File: src/rtl/logic_unit_arbiter.sv
`default_nettype none
// +--------------------------------------------------------------------------+
// | logic_unit_arbiter: round-robin shared 32-bit AND/OR/XOR/NOR unit        |
// | Rev 1.0 - initial release                                                |
// +--------------------------------------------------------------------------+
module logic_unit_arbiter #(
  parameter int WIDTH = 32,
  parameter int CNT_W = 16
) (
  input  logic             clk,
  input  logic             rst_n,
  input  logic             req0_valid,
  output logic             req0_ready,
  input  logic [1:0]       req0_op,
  input  logic [WIDTH-1:0] req0_a,
  input  logic [WIDTH-1:0] req0_b,
  input  logic             req1_valid,
  output logic             req1_ready,
  input  logic [1:0]       req1_op,
  input  logic [WIDTH-1:0] req1_a,
  input  logic [WIDTH-1:0] req1_b,
  output logic             rsp_valid,
  input  logic             rsp_ready,
  output logic             rsp_id,
  output logic [WIDTH-1:0] rsp_data,
  output logic             rsp_zero,
  output logic [CNT_W-1:0] done_cnt0,
  output logic [CNT_W-1:0] done_cnt1
);

  localparam logic [1:0] S_IDLE = 2'd0;
  localparam logic [1:0] S_EXEC = 2'd1;
  localparam logic [1:0] S_DONE = 2'd2;

  logic [1:0]       r_state;
  logic             r_last_grant;
  logic [1:0]       r_op;
  logic [WIDTH-1:0] r_a;
  logic [WIDTH-1:0] r_b;
  logic             r_id;
  logic             r_rsp_valid;
  logic             r_rsp_id;
  logic [WIDTH-1:0] r_rsp_data;
  logic             r_rsp_zero;
  logic [CNT_W-1:0] r_cnt0;
  logic [CNT_W-1:0] r_cnt1;

  logic             w_idle;
  logic             w_grant0;
  logic             w_grant1;
  logic             w_accept;
  logic [WIDTH-1:0] w_result;

  // On contention the requester that did not win last time goes first.
  assign w_idle   = (r_state == S_IDLE);
  assign w_grant0 = req0_valid & (~req1_valid | r_last_grant);
  assign w_grant1 = req1_valid & (~req0_valid | ~r_last_grant);
  assign w_accept = w_idle & (w_grant0 | w_grant1);

  assign req0_ready = w_idle & w_grant0;
  assign req1_ready = w_idle & w_grant1;

  always_comb begin
    w_result = '0;
    case (r_op)
      2'b00:   w_result = r_a & r_b;
      2'b01:   w_result = r_a | r_b;
      2'b10:   w_result = r_a ^ r_b;
      default: w_result = ~(r_a | r_b);
    endcase
  end

  always_ff @(posedge clk or negedge rst_n) begin
    if (!rst_n) begin
      r_state      <= S_IDLE;
      r_last_grant <= 1'b1;
      r_op         <= '0;
      r_a          <= '0;
      r_b          <= '0;
      r_id         <= 1'b0;
      r_rsp_valid  <= 1'b0;
      r_rsp_id     <= 1'b0;
      r_rsp_data   <= '0;
      r_rsp_zero   <= 1'b0;
      r_cnt0       <= '0;
      r_cnt1       <= '0;
    end else begin
      case (r_state)
        S_IDLE: begin
          if (w_accept) begin
            r_op         <= w_grant1 ? req1_op : req0_op;
            r_a          <= w_grant1 ? req1_a  : req0_a;
            r_b          <= w_grant1 ? req1_b  : req0_b;
            r_id         <= w_grant1;
            r_last_grant <= w_grant1;
            r_state      <= S_EXEC;
          end
        end
        S_EXEC: begin
          r_rsp_data  <= w_result;
          r_rsp_zero  <= (w_result == '0);
          r_rsp_id    <= r_id;
          r_rsp_valid <= 1'b1;
          r_state     <= S_DONE;
        end
        S_DONE: begin
          if (rsp_ready) begin
            r_rsp_valid <= 1'b0;
            if (r_rsp_id) r_cnt1 <= r_cnt1 + CNT_W'(1);
            else          r_cnt0 <= r_cnt0 + CNT_W'(1);
            r_state <= S_IDLE;
          end
        end
        default: r_state <= S_IDLE;
      endcase
    end
  end

  assign rsp_valid = r_rsp_valid;
  assign rsp_id    = r_rsp_id;
  assign rsp_data  = r_rsp_data;
  assign rsp_zero  = r_rsp_zero;
  assign done_cnt0 = r_cnt0;
  assign done_cnt1 = r_cnt1;

endmodule
`default_nettype wire

File: config.mk
export PLATFORM = sky130hd
export DESIGN_NAME = logic_unit_arbiter
export DESIGN_NICKNAME = d
export VERILOG_FILES = /design/src/rtl/logic_unit_arbiter.sv
export SDC_FILE = /design/constraint.sdc
export NUM_CORES = 1
export LEC_CHECK = 0
export BUFFER_PORTS_ARGS = -buffer_cell sky130_fd_sc_hd__buf_2
export CAP_MARGIN = 0
export CORE_MARGIN = 2
export CORE_UTILIZATION = 45
export CTS_CLUSTER_DIAMETER = 200
export DETAILED_ROUTE_END_ITERATION = 10
export HOLD_SLACK_MARGIN = 0.02
export PLACE_DENSITY = 0.71
export SYNTH_ARGS = -nofsm -noshare
export SYNTH_HDL_FRONTEND = slang
export SYNTH_SLANG_ARGS = --single-unit
File: constraint.sdc
create_clock -name clk -period 1.5 [get_ports clk]
set_input_delay 0.225 -clock clk [delete_from_list [all_inputs] [get_ports clk]]
set_output_delay 0.225 -clock clk [all_outputs]
set_load 0.005 [all_outputs]
==> impl_metrics.yaml, run 1 <==
synthesis:
  synth_commonest_cells: "dfrtp_1, mux2i_1, nor2_1"
  syn-cell-area_um2: 7970
  synth_nets: 970
  postSynthAreaPerCell_um2: 10.39
  ys.warnings.count: 0
  synth_top_area_share_pct: 42.70
  ys.flop_type: "dfrtp_1"
  syn_inst: 767
  synth_area_leader_cell: "dfrtp_1"
  synth.distinct_cells: 37
  synthArstFlopShare_pct: 100.0
  synth_edf_count: 0
  synth.most_common_cell: "dfrtp_1"
  synth-seq-cells: 137
  synth-seq-area-share_pct: 43.03
  synthTopCellsByArea: "dfrtp_1, mux2i_1, ha_1"
worst_setup_path:
  r2r_slack_ns: -0.44
  cp_slowest_cell: "dfrtp_1"
  slowest_delay_ns: 0.38
  cp_max_fo: 3
  critPathKind: "register to register"
  cpMostUsedCell: "mux2i_1"
  critical_path.cell_chain: "inv_1 -> ha_1 -> mux2i_1 -> mux2i_1 -> nor4_1 -> buf_4 -> nand4_1 -> o31ai_1"
  cp-start-kind: "register"
  worstPathRequired_ns: 1.82
  critical_path.endpoint_type: "register"
  crit_arrival_ns: 2.25
layout:
  diodes: 0
  final_util_pct: 66.84
  syn_to_final_growth_pct: 45.06
  nets: 1270
  drive_gt1_share_pct: 44.94
  num-fill-cells: 1315
  instances_no_fill: 1302
power:
  switching_share_pct: 37.90
  p_int_mw: 14.85
  p_sw_mw: 9.064
  totalPowerFinal_mw: 23.92
  p_seq_share_pct: 27.2
  p_clk_share_pct: 17.4
  combPwrFrac_pct: 55.4
  peakVddDrop_mv: 1.093
  p_leak_nw: 6.036
  p_per_area_nw_per_um2: 2069
floorplan:
  boundaryPins: 206
  die_area_um2: 18790
  core-area_um2: 17300
  initial_core_util_pct: 46.08
  fp.dieW_um: 137.1
  dieHeight_um: 137.1
  rows: 48
timing:
  hold_viol_final: 0
  slew_headroom_pct: 75.26
  worstMarginPinSlew_ns: 0.3607
  setup_ws_ns: -0.4364
  skew_ns: 0.007080
  fin_crit_sh_pct: 129.1
  maxSlewViolCount: 0
  fmax_ghz: 0.5164
  fin_setup_tns_ns: -2.251
  rsz0062_at_grt: "true"
  setup_violations: 49
  period_needed_ns: 1.936
global_routing:
  grt_overflow_total: 0
  grt_pass1_wl_um: 29750
  grt_pass1_vias: 6195
  antenna_found_initial: 0
  grt_max_degree: 48
  grt_usage_pct: 20.41
job:
  maxCapViolations: 0
route:
  wl_met2_um: 10670
  firstDrtPassIters: 4
  wl_um: 21010
  post_drt_wl_per_cell_um: 16.13
  via_per_inst: 5.023
  antenna_left: 0
  wl_met3_um: 1103
  wl_met1_um: 8956
  highest_layer: "met4"
  drtIter0Drc: 188
  post-route-drc-count: 0
  via_count: 6540
cts:
  clkTransAtPathRegs_ns: 0.06
  clk_latency_ns: 0.42
  clkSinkCount: 137
  cts_inserted_buffers: 17
  htreeDepth: 4
  cts_tree: "done"
  cts-root-buf: "clkbuf_16"
  clk_path_buf_depth: 2
hold_path:
  hold_class: "input port to register"
outcome:
  violations: "setup timing"
  status: "complete, but fails checks"
placed_design:
  hpwl_um: 13650
  port_buffers: 205
  dp.cells: 1230
  gp_congestion: 0.7941
worst max-delay path: cells and delay by family (launching register included):
family | cells | cell delay (ns)
flip-flops | 1 | 0.38
buffers and inverters | 2 | 0.23
adder cells (fa/ha/maj) | 1 | 0.29
AO/OA/AOI/OAI | 1 | 0.27
AND/OR/NAND/NOR | 2 | 0.43
multiplexers | 2 | 0.24
power by group through the flow:
stage | Combinational (mW) | Sequential (mW) | Clock, mW
global route | 14.6 | 6.70 | 4.40
floorplan | 6.74 | 6.21 | 0
finish | 13.2 | 6.51 | 4.16
detailed placement | 10.4 | 6.45 | 0
CTS | 10.9 | 6.39 | 4.24
global placement | 10.1 | 6.36 | 0
repair_timing:
action / 4_1_cts / 5_1_grt
setup endpoints to repair: 20 / 99
cloned: 0 / 11
setup buffers: 7 / 25
pin swaps: 9 / 29
hold buffers: 1 / 0
endpoints found under the hold margin: 118 / 0
resized for setup: 26 / 140
per-stage QoR:
step           setup WS [ns]  cell area, um2  hold WS (ns)
5_1_grt              -0.5510           11560       0.04700
3_3_place_gp         -0.4351            9822        0.1112
2_1_floorplan        -0.1368            8026      -0.07059
3_5_place_dp         -0.5042            9822        0.1106
6_report             -0.4364           11560       0.06245
4_1_cts              -0.3971           10560       0.03666
routing by layer:
metal / vias to the layer above / global-route usage (%)
li1: 3180 / -
met1: 3178 / 25.35
met2: 163 / 34.63
met3: 19 / 5.407
met4: 0 / 6.357
met5: - / 0
path summary, 6_finish.rpt:
check                                          startpoint                         to  cells after the start
worst max-delay path                  r_a[15]$_DFFE_PN0P_       rsp_zero$_DFFE_PN0P_                      8
worst min-delay path                            rsp_ready     r_state[1]$_DFFE_PN0P_                      2
worst max register to register        r_a[15]$_DFFE_PN0P_       rsp_zero$_DFFE_PN0P_                      8
worst min register to register  done_cnt0[15]$_DFFE_PN0P_  done_cnt0[15]$_DFFE_PN0P_                      1
max in group asynchronous                           rst_n         r_b[4]$_DFFE_PN0P_                      3
min in group asynchronous                           rst_n   done_cnt0[6]$_DFFE_PN0P_                      2
flip-flops by register name, indices dropped and copies added, names as in the netlist:
signal,cells
r_a,32
r_b,32
rsp_data,32
done_cnt0,16
done_cnt1,16
r_op,2
r_state,2
r_id,1
r_last_grant,1
rsp_id,1
rsp_valid,1
rsp_zero,1
cells by family (layout without fill, tap and decap cells):
group | Yosys count | after routing | synth area share (%)
buffers and inverters | 110 | 419 | 5.966
multiplexers | 148 | 148 | 19.00
adder cells (fa/ha/maj) | 66 | 66 | 10.36
AND/OR/NAND/NOR | 152 | 152 | 8.540
AO/OA/AOI/OAI | 92 | 93 | 6.295
flip-flops | 137 | 137 | 43.03
XOR/XNOR | 62 | 62 | 6.813
layout make-up:
| type | instances | area, um2 | share of cell area, % |
|---|---|---|---|
| flip-flops and latches | 137 | 3436 | 29.72 |
| repair buffers | 321 | 2399 | 20.75 |
| clock inverters | 7 | 92.59 | 0.8009 |
| multi-input cells | 521 | 4599 | 39.78 |
| well taps | 225 | 281.5 | 2.435 |
| clock buffers | 22 | 494.2 | 4.275 |
| inverters | 69 | 259.0 | 2.240 |
cells in the final DEF (no fill, tap or decap), types with 4 or more instances in the layout:
master	count
a41o_1	4
buf_4	65
buf_6	21
nor2_1	47
o21ai_2	6
clkbuf_8	5
nor2_4	12
nand3_1	8
buf_2	203
a21oi_2	26
xor2_1	37
buf_12	16
dfrtp_1	133
clkbuf_16	26
ha_1	65
xnor2_1	21
mux2i_4	6
nand2_1	33
and2_1	6
a21oi_1	42
mux2_2	25
mux2i_1	102
nor2_2	18
inv_1	66
mux2i_2	14
buf_8	5
o21ai_0	5
nand4_1	9
(Power assumes the default switching activity.)
==> run 2: changes to the inputs <==
CELL_PAD_IN_SITES_DETAIL_PLACEMENT = 1   (was default)
CELL_PAD_IN_SITES_GLOBAL_PLACEMENT = 1   (was default)
CORE_UTILIZATION = 37   (was 45)
PLACE_DENSITY = 0.76   (was 0.71)
==> impl_metrics.yaml, run 2 (synthesized netlist as in run 1, its figures left out) <==
floorplan:
  initial_core_util_pct: 37.80
  fp.dieW_um: 150.8
  die_area_um2: 22730
  boundaryPins: 206
  core-area_um2: 21090
  dieHeight_um: 150.8
  rows: 53
global_routing:
  grt_pass1_wl_um: 37610
  grt_usage_pct: 21.51
  antenna_found_initial: 0
  grt_pass1_vias: 7149
  grt_overflow_total: 0
  grt_max_degree: 46
cts:
  cts-root-buf: "clkbuf_16"
  cts_tree: "done"
  clk_path_buf_depth: 2
  clkSinkCount: 137
  clk_latency_ns: 0.43
  clkTransAtPathRegs_ns: 0.06
  cts_inserted_buffers: 17
  htreeDepth: 4
layout:
  diodes: 0
  mostFrequentLayoutCell: "buf_2"
  syn_to_final_growth_pct: 52.57
  drive_gt1_share_pct: 49.95
  nets: 1289
  layout_common_cells: "buf_2, dfrtp_1, mux2i_1"
  final_area_um2: 12160
  instances_no_fill: 1374
  num-fill-cells: 2272
  final_util_pct: 57.67
worst_setup_path:
  cp-start-kind: "register"
  crit_arrival_ns: 2.52
  critical_path.cell_chain: "buf_4 -> ha_2 -> mux2i_2 -> nand2_2 -> a2111oi_4 -> nand4_1 -> o31ai_1"
  worstPathRequired_ns: 1.81
  cp_max_fo: 3
  critical_path.endpoint_type: "register"
  slowest_delay_ns: 0.45
  cp_slowest_cell: "dfrtp_2"
  critPathKind: "register to register"
route:
  firstDrtPassIters: 4
  wl_met1_um: 11250
  drtIter0Drc: 257
  post-route-drc-count: 0
  wl_met2_um: 15140
  via_count: 6997
  highest_layer: "met4"
  wl_um: 28470
  wl_met3_um: 1257
  antenna_left: 0
  post_drt_wl_per_cell_um: 20.72
  via_per_inst: 5.092
power:
  p_per_area_nw_per_um2: 2230
  p_leak_nw: 6.220
  peakVddDrop_mv: 0.9429
  totalPowerFinal_mw: 27.12
timing:
  setup_violations: 112
  hold_viol_final: 0
  fmax_ghz: 0.4530
  period_needed_ns: 2.208
  rsz0062_at_grt: "true"
  slew_headroom_pct: 70.18
  fin_crit_sh_pct: 147.2
  setup_ws_ns: -0.7077
  maxSlewViolCount: 0
  skew_ns: 0.008876
  worstMarginPinSlew_ns: 0.4461
placed_design:
  port_buffers: 205
  gp_congestion: 0.7565
  hpwl_um: 16200
  dp_slack_ns: -0.4845
  postPlaceCellArea_um2: 9970
  dp.cells: 1288
hold_path:
  hold_class: "input port to register"
outcome:
  violations: "setup timing"
  status: "complete, but fails checks"
job:
  maxCapViolations: 0
run 2: changes by cell type in the layout (fill, tap and decap cells not counted), sizes merged:
cell,delta
buf,+22
bufinv,+2
clkbuf,-4
clkinv,+3
clkinvlp,-2
inv,+1
run 2: metal layers:
metal,vias up,GRT usage (%)
li1,3217,-
met1,3512,26.64
met2,210,37.84
met3,58,4.307
met4,0,6.495
met5,-,0
run 2: final timing paths:
check	start	endpoint	slack, ns	cells past startpoint
min reg2reg	done_cnt1[15]$_DFFE_PN0P_	done_cnt1[15]$_DFFE_PN0P_	0.47	1
max reg2reg	r_b[4]$_DFFE_PN0P_	rsp_zero$_DFFE_PN0P_	-0.71	7
min in group asynchronous	rst_n	done_cnt0[7]$_DFFE_PN0P_	0.28	2
max in group asynchronous	rst_n	r_b[4]$_DFFE_PN0P_	0.60	3
min	rsp_ready	r_state[1]$_DFFE_PN0P_	0.05	2
max	r_b[4]$_DFFE_PN0P_	rsp_zero$_DFFE_PN0P_	-0.71	7
run 2: per-stage QoR:
step	TNS, ns	hold slack (ns)
after floorplan	-0.5043	-0.07059
after global placement	-1.397	0.1552
after detailed placement	-2.211	0.1532
after CTS	-2.485	0.02211
after global routing	-18.08	0.08517
final	-11.26	0.05306
run 2: area by class of cell:
class | instances | area [um2] | share of cell area [%]
Clock buffer | 21 | 460.4 | 3.786
Clock inverter | 11 | 168.9 | 1.389
Inverter | 69 | 259.0 | 2.130
Multi-Input combinational cell | 521 | 4862 | 39.98
Sequential cell | 137 | 3440 | 28.28
Tap cell | 275 | 344.1 | 2.830
Timing Repair Buffer | 340 | 2626 | 21.60
run 2: timing repair:
| action | CTS | global route |
|---|---|---|
| hold buffers | 1 | 0 |
| setup endpoints to repair | 42 | 115 |
| gates cloned | 6 | 8 |
| setup buffers | 17 | 26 |
| pin swaps | 24 | 30 |
| gates resized for setup | 53 | 182 |
| endpoints found under the hold margin | 31 | 0 |
run 2: power by group:
group	total (mW)	internal, mW	switching [mW]
Clock	4.61	2.88	1.74
Sequential	6.74	5.25	1.48
Combinational	15.8	7.92	7.85
run 2: critical path: cells and delay by family, from the launching register on:
kind,cells,cell delay [ns]
simple gates,2,0.33
buf+inv,1,0.15
fa+ha+maj,1,0.19
flops,1,0.45
mux,1,0.25
compound gates,2,0.73
